--- src/rtl/imem_responder_if.sv ---
// Fetch-side request/response and byte-wide RAM port bundle for imem_responder.
interface imem_responder_if #(
  parameter int MEM_ADDR_BITS = 17
);
  logic                     asking;
  logic [31:0]              addr;
  logic                     flush;
  logic [7:0]               mem_din;
  logic [MEM_ADDR_BITS-1:0] mem_a;
  logic                     mem_rd;
  logic [31:0]              data;
  logic                     data_ready;
  logic                     busy;

  modport slave (
    input  asking, addr, flush, mem_din,
    output mem_a, mem_rd, data, data_ready, busy
  );

  modport master (
    output asking, addr, flush, mem_din,
    input  mem_a, mem_rd, data, data_ready, busy
  );
endinterface

--- src/rtl/imem_responder.sv ---
// Instruction fetch responder: reads 2 or 4 bytes from a byte-wide synchronous RAM
// and returns a little-endian instruction word, with a one-entry newest-wins pending slot.
module imem_responder #(
  parameter int MEM_ADDR_BITS = 17
) (
  input logic              clk,
  input logic              rst,
  imem_responder_if.slave  bus
);
  localparam int AW = MEM_ADDR_BITS;

  typedef enum logic {IDLE, READ} state_t;

  state_t        state, state_nx;
  logic [1:0]    issue_cnt, cap_cnt;
  logic          byte_valid;
  logic [23:0]   staged;
  logic          pend_valid;
  logic [AW-1:0] pend_addr;
  logic          complete, compressed, start;
  logic [AW-1:0] start_addr;

  if (AW < 32) begin : g_unused
    logic unused_addr_bits;
    assign unused_addr_bits = ^bus.addr[31:AW];
  end

  assign bus.busy = (state == READ) || pend_valid;

  always_comb begin
    compressed = (cap_cnt == 2'd1) && (staged[1:0] != 2'b11);
    complete   = (state == READ) && byte_valid && (compressed || (cap_cnt == 2'd3));
    start      = 1'b0;
    start_addr = bus.addr[AW-1:0];
    state_nx   = state;
    case (state)
      IDLE: if (bus.asking) begin
        start    = 1'b1;
        state_nx = READ;
      end
      READ: if (complete) begin
        // A queued request takes precedence; a fresh ask then refills the slot.
        if (pend_valid) begin
          start      = 1'b1;
          start_addr = pend_addr;
        end else if (bus.asking) begin
          start = 1'b1;
        end
        state_nx = start ? READ : IDLE;
      end
      default: state_nx = IDLE;
    endcase
    if (bus.flush) begin
      start      = bus.asking;
      start_addr = bus.addr[AW-1:0];
      state_nx   = bus.asking ? READ : IDLE;
    end
  end

  always_ff @(posedge clk) begin
    if (rst) begin
      state          <= IDLE;
      issue_cnt      <= '0;
      cap_cnt        <= '0;
      byte_valid     <= 1'b0;
      staged         <= '0;
      pend_valid     <= 1'b0;
      pend_addr      <= '0;
      bus.mem_a      <= '0;
      bus.mem_rd     <= 1'b0;
      bus.data       <= '0;
      bus.data_ready <= 1'b0;
    end else begin
      state          <= state_nx;
      bus.data_ready <= complete && !bus.flush;
      if (complete && !bus.flush)
        bus.data <= compressed ? {16'h0000, bus.mem_din, staged[7:0]}
                               : {bus.mem_din, staged};

      if (start) begin
        bus.mem_a  <= start_addr;
        bus.mem_rd <= 1'b1;
        issue_cnt  <= '0;
        cap_cnt    <= '0;
        byte_valid <= 1'b0;
      end else if (bus.flush || complete) begin
        bus.mem_rd <= 1'b0;
        byte_valid <= 1'b0;
      end else if (state == READ) begin
        // mem_din is valid one cycle after the address it answers was issued.
        byte_valid <= bus.mem_rd;
        if (bus.mem_rd) begin
          if (issue_cnt == 2'd3) begin
            bus.mem_rd <= 1'b0;
          end else begin
            bus.mem_a <= bus.mem_a + 1'b1;
            issue_cnt <= issue_cnt + 2'd1;
          end
        end
        if (byte_valid) begin
          case (cap_cnt)
            2'd0:    staged[7:0]   <= bus.mem_din;
            2'd1:    staged[15:8]  <= bus.mem_din;
            2'd2:    staged[23:16] <= bus.mem_din;
            default: ;
          endcase
          cap_cnt <= cap_cnt + 2'd1;
        end
      end

      if (bus.flush) begin
        pend_valid <= 1'b0;
      end else if (bus.asking && (state == READ) && !(complete && !pend_valid)) begin
        pend_valid <= 1'b1;
        pend_addr  <= bus.addr[AW-1:0];
      end else if (complete) begin
        pend_valid <= 1'b0;
      end
    end
  end
endmodule

--- src/flat_wrapper.sv ---
// flat-port wrapper written by rule: the top's interface ports become plain ports
module imem_responder_flat 
#(
  parameter int MEM_ADDR_BITS = 17
)
  (clk, rst, bus_asking, bus_addr, bus_flush, bus_mem_din, bus_mem_a, bus_mem_rd, bus_data, bus_data_ready, bus_busy);
  imem_responder_if #(.MEM_ADDR_BITS(MEM_ADDR_BITS)) bus_i ();
  input logic clk;
  input logic rst;
  input wire logic [$bits(bus_i.asking)-1:0] bus_asking;
  input wire logic [$bits(bus_i.addr)-1:0] bus_addr;
  input wire logic [$bits(bus_i.flush)-1:0] bus_flush;
  input wire logic [$bits(bus_i.mem_din)-1:0] bus_mem_din;
  output wire logic [$bits(bus_i.mem_a)-1:0] bus_mem_a;
  output wire logic [$bits(bus_i.mem_rd)-1:0] bus_mem_rd;
  output wire logic [$bits(bus_i.data)-1:0] bus_data;
  output wire logic [$bits(bus_i.data_ready)-1:0] bus_data_ready;
  output wire logic [$bits(bus_i.busy)-1:0] bus_busy;
  assign bus_i.asking = bus_asking;
  assign bus_i.addr = bus_addr;
  assign bus_i.flush = bus_flush;
  assign bus_i.mem_din = bus_mem_din;
  assign bus_mem_a = bus_i.mem_a;
  assign bus_mem_rd = bus_i.mem_rd;
  assign bus_data = bus_i.data;
  assign bus_data_ready = bus_i.data_ready;
  assign bus_busy = bus_i.busy;
  imem_responder #(.MEM_ADDR_BITS(MEM_ADDR_BITS)) u_core (.clk(clk), .rst(rst), .bus(bus_i));
endmodule
--- config.mk ---
export PLATFORM = sky130hd
export DESIGN_NAME = imem_responder_flat
export DESIGN_NICKNAME = d
export VERILOG_FILES = /design/src/rtl/imem_responder_if.sv /design/src/rtl/imem_responder.sv /design/src/flat_wrapper.sv
export SDC_FILE = /design/constraint.sdc
export NUM_CORES = 1
export LEC_CHECK = 0
export BUFFER_PORTS_ARGS = -buffer_cell sky130_fd_sc_hd__buf_2
export CAP_MARGIN = 20
export CORE_ASPECT_RATIO = 1.25
export CORE_MARGIN = 2
export CORE_UTILIZATION = 27
export CTS_CLUSTER_DIAMETER = 120
export CTS_CLUSTER_SIZE = 28
export DETAILED_ROUTE_END_ITERATION = 16
export PLACE_DENSITY = 0.46
export SYNTH_ARGS = -nofsm -noshare
export SYNTH_HDL_FRONTEND = slang
export SYNTH_SLANG_ARGS = --single-unit
--- constraint.sdc ---
create_clock -name clk -period 5.32 [get_ports clk]
set_clock_uncertainty 0.2 [all_clocks]
set_input_delay 0.266 -clock clk [delete_from_list [all_inputs] [get_ports clk]]
set_output_delay 0.266 -clock clk [all_outputs]
set_load 0.05 [all_outputs]
* Word-level counts from Yosys, hierarchy flattened
Index checks and enable logic that the tools add are counted.
Storage, ports and cells: output and inout bits 52, logic and storage cells 84, bits in registers 99, bits of input ports 44
Cells by class: bitwise logic cells 5, mux-type cells 28, $add $sub $neg 3, equality and inequality tests 7, reduce and logical (&&, ||, !) cells 28
Operator list (number):
- 2-to-1 mux 17 bit | 9
- 2-to-1 mux 32 bit | 1
- adder 17 x 1 -> 17 bit (second input constant) | 1
- 2-to-1 mux 1 bit | 16
- AND reduction 5 bit | 3
- AND reduction 4 bit | 2
- logical AND 1 bit | 7
- equality test 2 bit (second input constant) | 3
- nonzero test 2 bit | 3
- inverter 1 bit | 5
- adder 2 x 1 -> 2 bit (second input constant) | 2
- != test 2 x 1 -> 1 bit (second input constant) | 2
- case mux 1 bit (2 select lines) | 2
- OR reduction 2 bit | 2
- zero test 1 bit | 3
- logical OR 1 bit | 3
- AND reduction 3 bit | 1
- nonzero test 3 bit | 1
- OR reduction 3 bit | 1
- equality test 2 x 1 -> 1 bit (second input constant) | 1
- zero test 2 bit | 1
- != test 2 bit (second input constant) | 1
- AND reduction 2 bit | 1

* Logic depth before layout (Yosys ltp)
depth in word-level cells 11, mapped depth 10, mapped depth without buffers 7

* Worst setup path after synthesis
OpenSTA, ideal clock, no wires.
kind register to register, start register u_core.cap_cnt[0], end register u_core.pend_addr[10], path buffers 3, setup time 0.132 ns, cell stages (with the launch flop) 10, clock period less this slack 2.153 ns, path slack 3.167 ns, required time 4.988 ns, arrival 1.821 ns, path through dfxtp_1 ha_1 and3b_1 buf_2 o31a_1 and2_1 buf_2 buf_6 nand2_1 a21oi_1
Between the ends: longest elaborated chain between the ends 8, elaborated cells on any way between the ends 9, classes of those cells 2 x eq/ne; 7 x reduce/logical
Ends and longest elaborated chain:
- start, declared | line imem_responder.sv:15 | logic [1:0] issue_cnt, cap_cnt;
- start signal, assigned | line imem_responder.sv:107 | cap_cnt <= cap_cnt + 2'd1;
- equality test 2 x 1 -> 1 bit | line imem_responder.sv:31 | compressed = (cap_cnt == 2'd1) && (staged[1:0] != 2'b11);
- logical AND 1 bit | line imem_responder.sv:31
- logical OR 1 bit * | line imem_responder.sv:32 | complete = (state == READ) && byte_valid && (compressed || (cap_cnt == 2'd3));
- logical AND 1 bit * | line imem_responder.sv:32
- logical AND 1 bit * | line imem_responder.sv:113 | end else if (bus.asking && (state == READ) && !(complete && !pend_valid)) begin
- zero test 1 bit * | line imem_responder.sv:113
- logical AND 1 bit * | line imem_responder.sv:113
- AND reduction 2 bit (no source line) *
- end signal, assigned | line imem_responder.sv:115 | pend_addr <= bus.addr[AW-1:0];
- end, declared | line imem_responder.sv:19 | logic [AW-1:0] pend_addr;
Every way passes the cells marked *; elsewhere a longest branch is shown, timed or not. A chain may end at the register's enable or synchronous reset.

* Worst setup path in the final report
start register u_core.cap_cnt[0], end register u_core.bus.data[30]
Between the ends: longest elaborated chain between the ends 5, elaborated cells on any way between the ends 7, classes of those cells 2 x eq/ne; 1 x mux; 4 x reduce/logical
Ends and longest elaborated chain:
- equality test 2 x 1 -> 1 bit | line imem_responder.sv:31
- logical AND 1 bit | line imem_responder.sv:31
- logical OR 1 bit | line imem_responder.sv:32
- logical AND 1 bit | line imem_responder.sv:32
- logical AND 1 bit | line imem_responder.sv:76 | if (complete && !bus.flush)
- end signal, assigned | line imem_responder.sv:77 | bus.data <= compressed ? {16'h0000, bus.mem_din, staged[7:0]}
- end, declared | line imem_responder_if.sv:17 | output mem_a, mem_rd, data, data_ready, busy
Several ways; a longest one is shown, not always the timed one.

==> impl_results.md <==
- Placed Instances: 739
- Clk Latency, worst-skew pair: roughly 360 ps
- Worst rel slew slack: 0.305
- FP Rows: 50
- CTS resizes: 0
- Final period util: 0.660
- Die Wd: about 120 um
- Largest stage delay on the critical path: between 800 and 900 ps
- NumNets Final: between 600 and 700
- Final ANT Viol Nets: 0
- Synth cell types: 49
- Mapped Area: roughly 0.0042 mm^2
- Crit-path slowest cell: nor2_2
- Status: complete, no violations
- Pin count of the biggest net entering global routing: slightly below 80
- First-pass GRT wire length: between 15,000 and 20,000 um
- GPL Wtd Cong: around 0.75
- Post-synth top area share: 0.472
- Vias: roughly 3.7k
- Yosys reg bits: 99
- P&R area growth vs syn: 25.2%
- Layout cells sized above 1: 0.204
- Setup crit end kind: flip-flop
- Synth Net Count: roughly 530
- Total core area: between 0.015 and 0.02 mm^2
- Grt ovf: 0
- Critical path buffers and inverters: 2
- Syn Inst Count: about 480
- DRC viols: 0
- Clock Power Share: 0.434
- Ports: between 90 and 100
- Post-CTS setup buffer count: 0
- Crit Path Category: reg -> reg
- Hold WS: between 15 and 20 ps
- Post-DP HPWL: 7790 um
- Vias in the first global route: between 3k and 4k
- Req. time, crit path: 5370 ps
- Pwr dens: just over 300 mW/mm^2
- Asr flop ratio synth: 0
- Worst-path cell chain: ha_1 > a21boi_1 > buf_4 > o21ai_1 > nor2_2 > nor2_1 > buf_6 > a22o_1
- Cells taking the most area after synthesis: dfxtp_1 47%, a21oi_1 7.5%, nand2_1 7.3%
- Initial antenna violation count: 1
- Avg Inst Size Synth: between 8 and 9 um^2
- Psw: slightly below 400 uW
- Post-synth top flop: dfxtp_1
- H-Tree Level Count: 3
- Die H: ~140 um
- CP top delay family: simple AND/OR/NAND/NOR gates
- Critical path data arrival time: between 3000 and 4000 ps
- RR Startpoint: u_core.cap_cnt[0]$_SDFFE_PP0P_
- Seq/Total Area, Yosys: 0.472
- Utilization after layout: 0.349
- Switching part of the total: 0.245
- Hold Path Origin: bus_mem_din[7]
- Min cycle time layout: around 3500 ps
- Hold crit path type: in -> reg
- Total negative setup slack: 0 ps
- Setup violators final: 0
- GRT Total Usage: 0.145
- RSZ-0062 raised after global routing: false
- Longest Clk Path Bufs: 2
- Vias per std cell: about 4.7
- Non-Filler Instances: 773
- Clk sinks: between 90 and 100
- Biggest area consumer among synthesized cells: dfxtp_1
- DR pass1 iterations: 4
- Worst Tran Pin Value: 1040 ps
- Num CTS Buffers: 9
- Int Power: between 1000 and 1500 uW
- Seq pwr share: 0.477
- Most common library cells after synthesis: 99 x dfxtp_1, 82 x nand2_1, 63 x a21oi_1
- Initial core utilization: 0.278
- PortBufs: 80
- Hold Fails Final Rpt: 0
- Fmax: 0.285 GHz
- Initial DRC count: about 170
- Die ar.: between 0.015 and 0.02 mm^2
- Crit path from: u_core.cap_cnt[0]$_SDFFE_PP0P_
- Hold buffer count at cts: 18
- Max-cap violations: 0
- Worst vdd ir: between 100 and 150 uV
- Logic pwr share: 0.089
- Clock root buffer: clkbuf_16
- CTS clk-pin slew, worst paths: about 70 ps
- Most common cell in the netlist: dfxtp_1
- Critical Path Fanout Max: 25
- Static Leak: 0.00198 uW
- Syn. warnings: 0
- Post-Route WL: between 10,000 and 15,000 um
- CTS tree: done
- Fin. max-slew vios: 0
- WL/cell: ~15 um
- Number of enable flip-flop cells after synthesis: 0
- Critical Path Source Type: flip-flop
area by class of cell:
type,count,area (um^2)
diodes,1,2.50
clock inverters,4,76.3
fillers,1616,9820
repair buffers,103,622
inverters,6,22.5
multi-input cells,342,2050
well taps,208,260
flip-flops and latches,99,1980
clock buffers,10,239
logic make-up after synthesis:
group           Yosys count  share of synthesized area
flops                    99                      0.472
mux                      21                     0.0516
compound gates          123                      0.190
fa+ha+maj                 6                     0.0179
xor+xnor                 16                     0.0334
buf+inv                  36                     0.0405
simple gates            176                      0.195
state kept, by name, indices dropped and copies added, names as in the netlist:
name                   count
u_core.bus.data           32
u_core.bus.data_ready      1
u_core.issue_cnt           2
u_core.bus.mem_a          17
u_core.byte_valid          1
u_core.cap_cnt             2
u_core.staged             24
u_core.pend_valid          1
u_core.state               1
u_core.pend_addr          17
u_core.bus.mem_rd          1
worst paths after layout:
path / to / slack (ps) / depth (start not counted)
worst max-delay path: u_core.bus.data[30]$_SDFFE_PP0P_ / 1810 / 8
worst min-delay path: u_core.bus.data[31]$_SDFFE_PP0P_ / 20 / 2
worst min register to register: u_core.pend_addr[2]$_SDFFE_PP0P_ / 250 / 2
worst max register to register: u_core.bus.data[30]$_SDFFE_PP0P_ / 1810 / 8
worst reg2reg max path, stage by stage, from the launching register on:
cell      delay [ps]
dfxtp_1          390
ha_1             440
a21boi_1         220
buf_4            260
o21ai_1          190
nor2_2           810
nor2_1           420
buf_6            260
a22o_1           220
power by group through the flow:
stage	Combinational (uW)	Clock (uW)	Sequential, uW
CTS	146	727	772
global route	158	756	774
detailed placement	135	0	789
floorplan	56.6	0	821
global placement	134	0	789
finish	145	704	773
cell usage in the layout (no fill, tap or decap), types with 2 or more instances in the layout:
| master | count |
|---|---|
| buf_2 | 80 |
| xnor2_1 | 15 |
| buf_4 | 4 |
| o221ai_1 | 5 |
| o21ai_0 | 5 |
| nor2_2 | 2 |
| o2111ai_1 | 3 |
| mux2_2 | 4 |
| inv_1 | 6 |
| ha_1 | 6 |
| bufinv_16 | 2 |
| mux2i_1 | 16 |
| clkbuf_16 | 9 |
| a21o_1 | 3 |
| nand2_2 | 2 |
| nor3_1 | 11 |
| dlygate4sd3_1 | 18 |
| nand2_1 | 82 |
| nor4_1 | 3 |
| nand3_1 | 28 |
| nand4_1 | 4 |
| a22o_1 | 16 |
| a211oi_1 | 14 |
| o211ai_1 | 3 |
| a31oi_1 | 3 |
| nand2b_1 | 3 |
| dfxtp_1 | 99 |
| nor2b_1 | 3 |
| a21oi_1 | 63 |
| and3_1 | 5 |
| nor2_1 | 24 |
routing by layer:
layer  part of all wire  GRT usage
met5                  0          0
met4              0.020     0.0666
met3              0.052     0.0333
met2               0.47      0.236
met1               0.46      0.180
metrics by stage:
stage	power (uW)	instance area [um^2]	setup slack, ps
global placement	924	4750	1850
global route	1690	5250	1460
floorplan	878	4200	3170
finish	1620	5260	1810
CTS	1650	5240	1760
detailed placement	924	4750	1750
(Power assumes the default switching activity.)
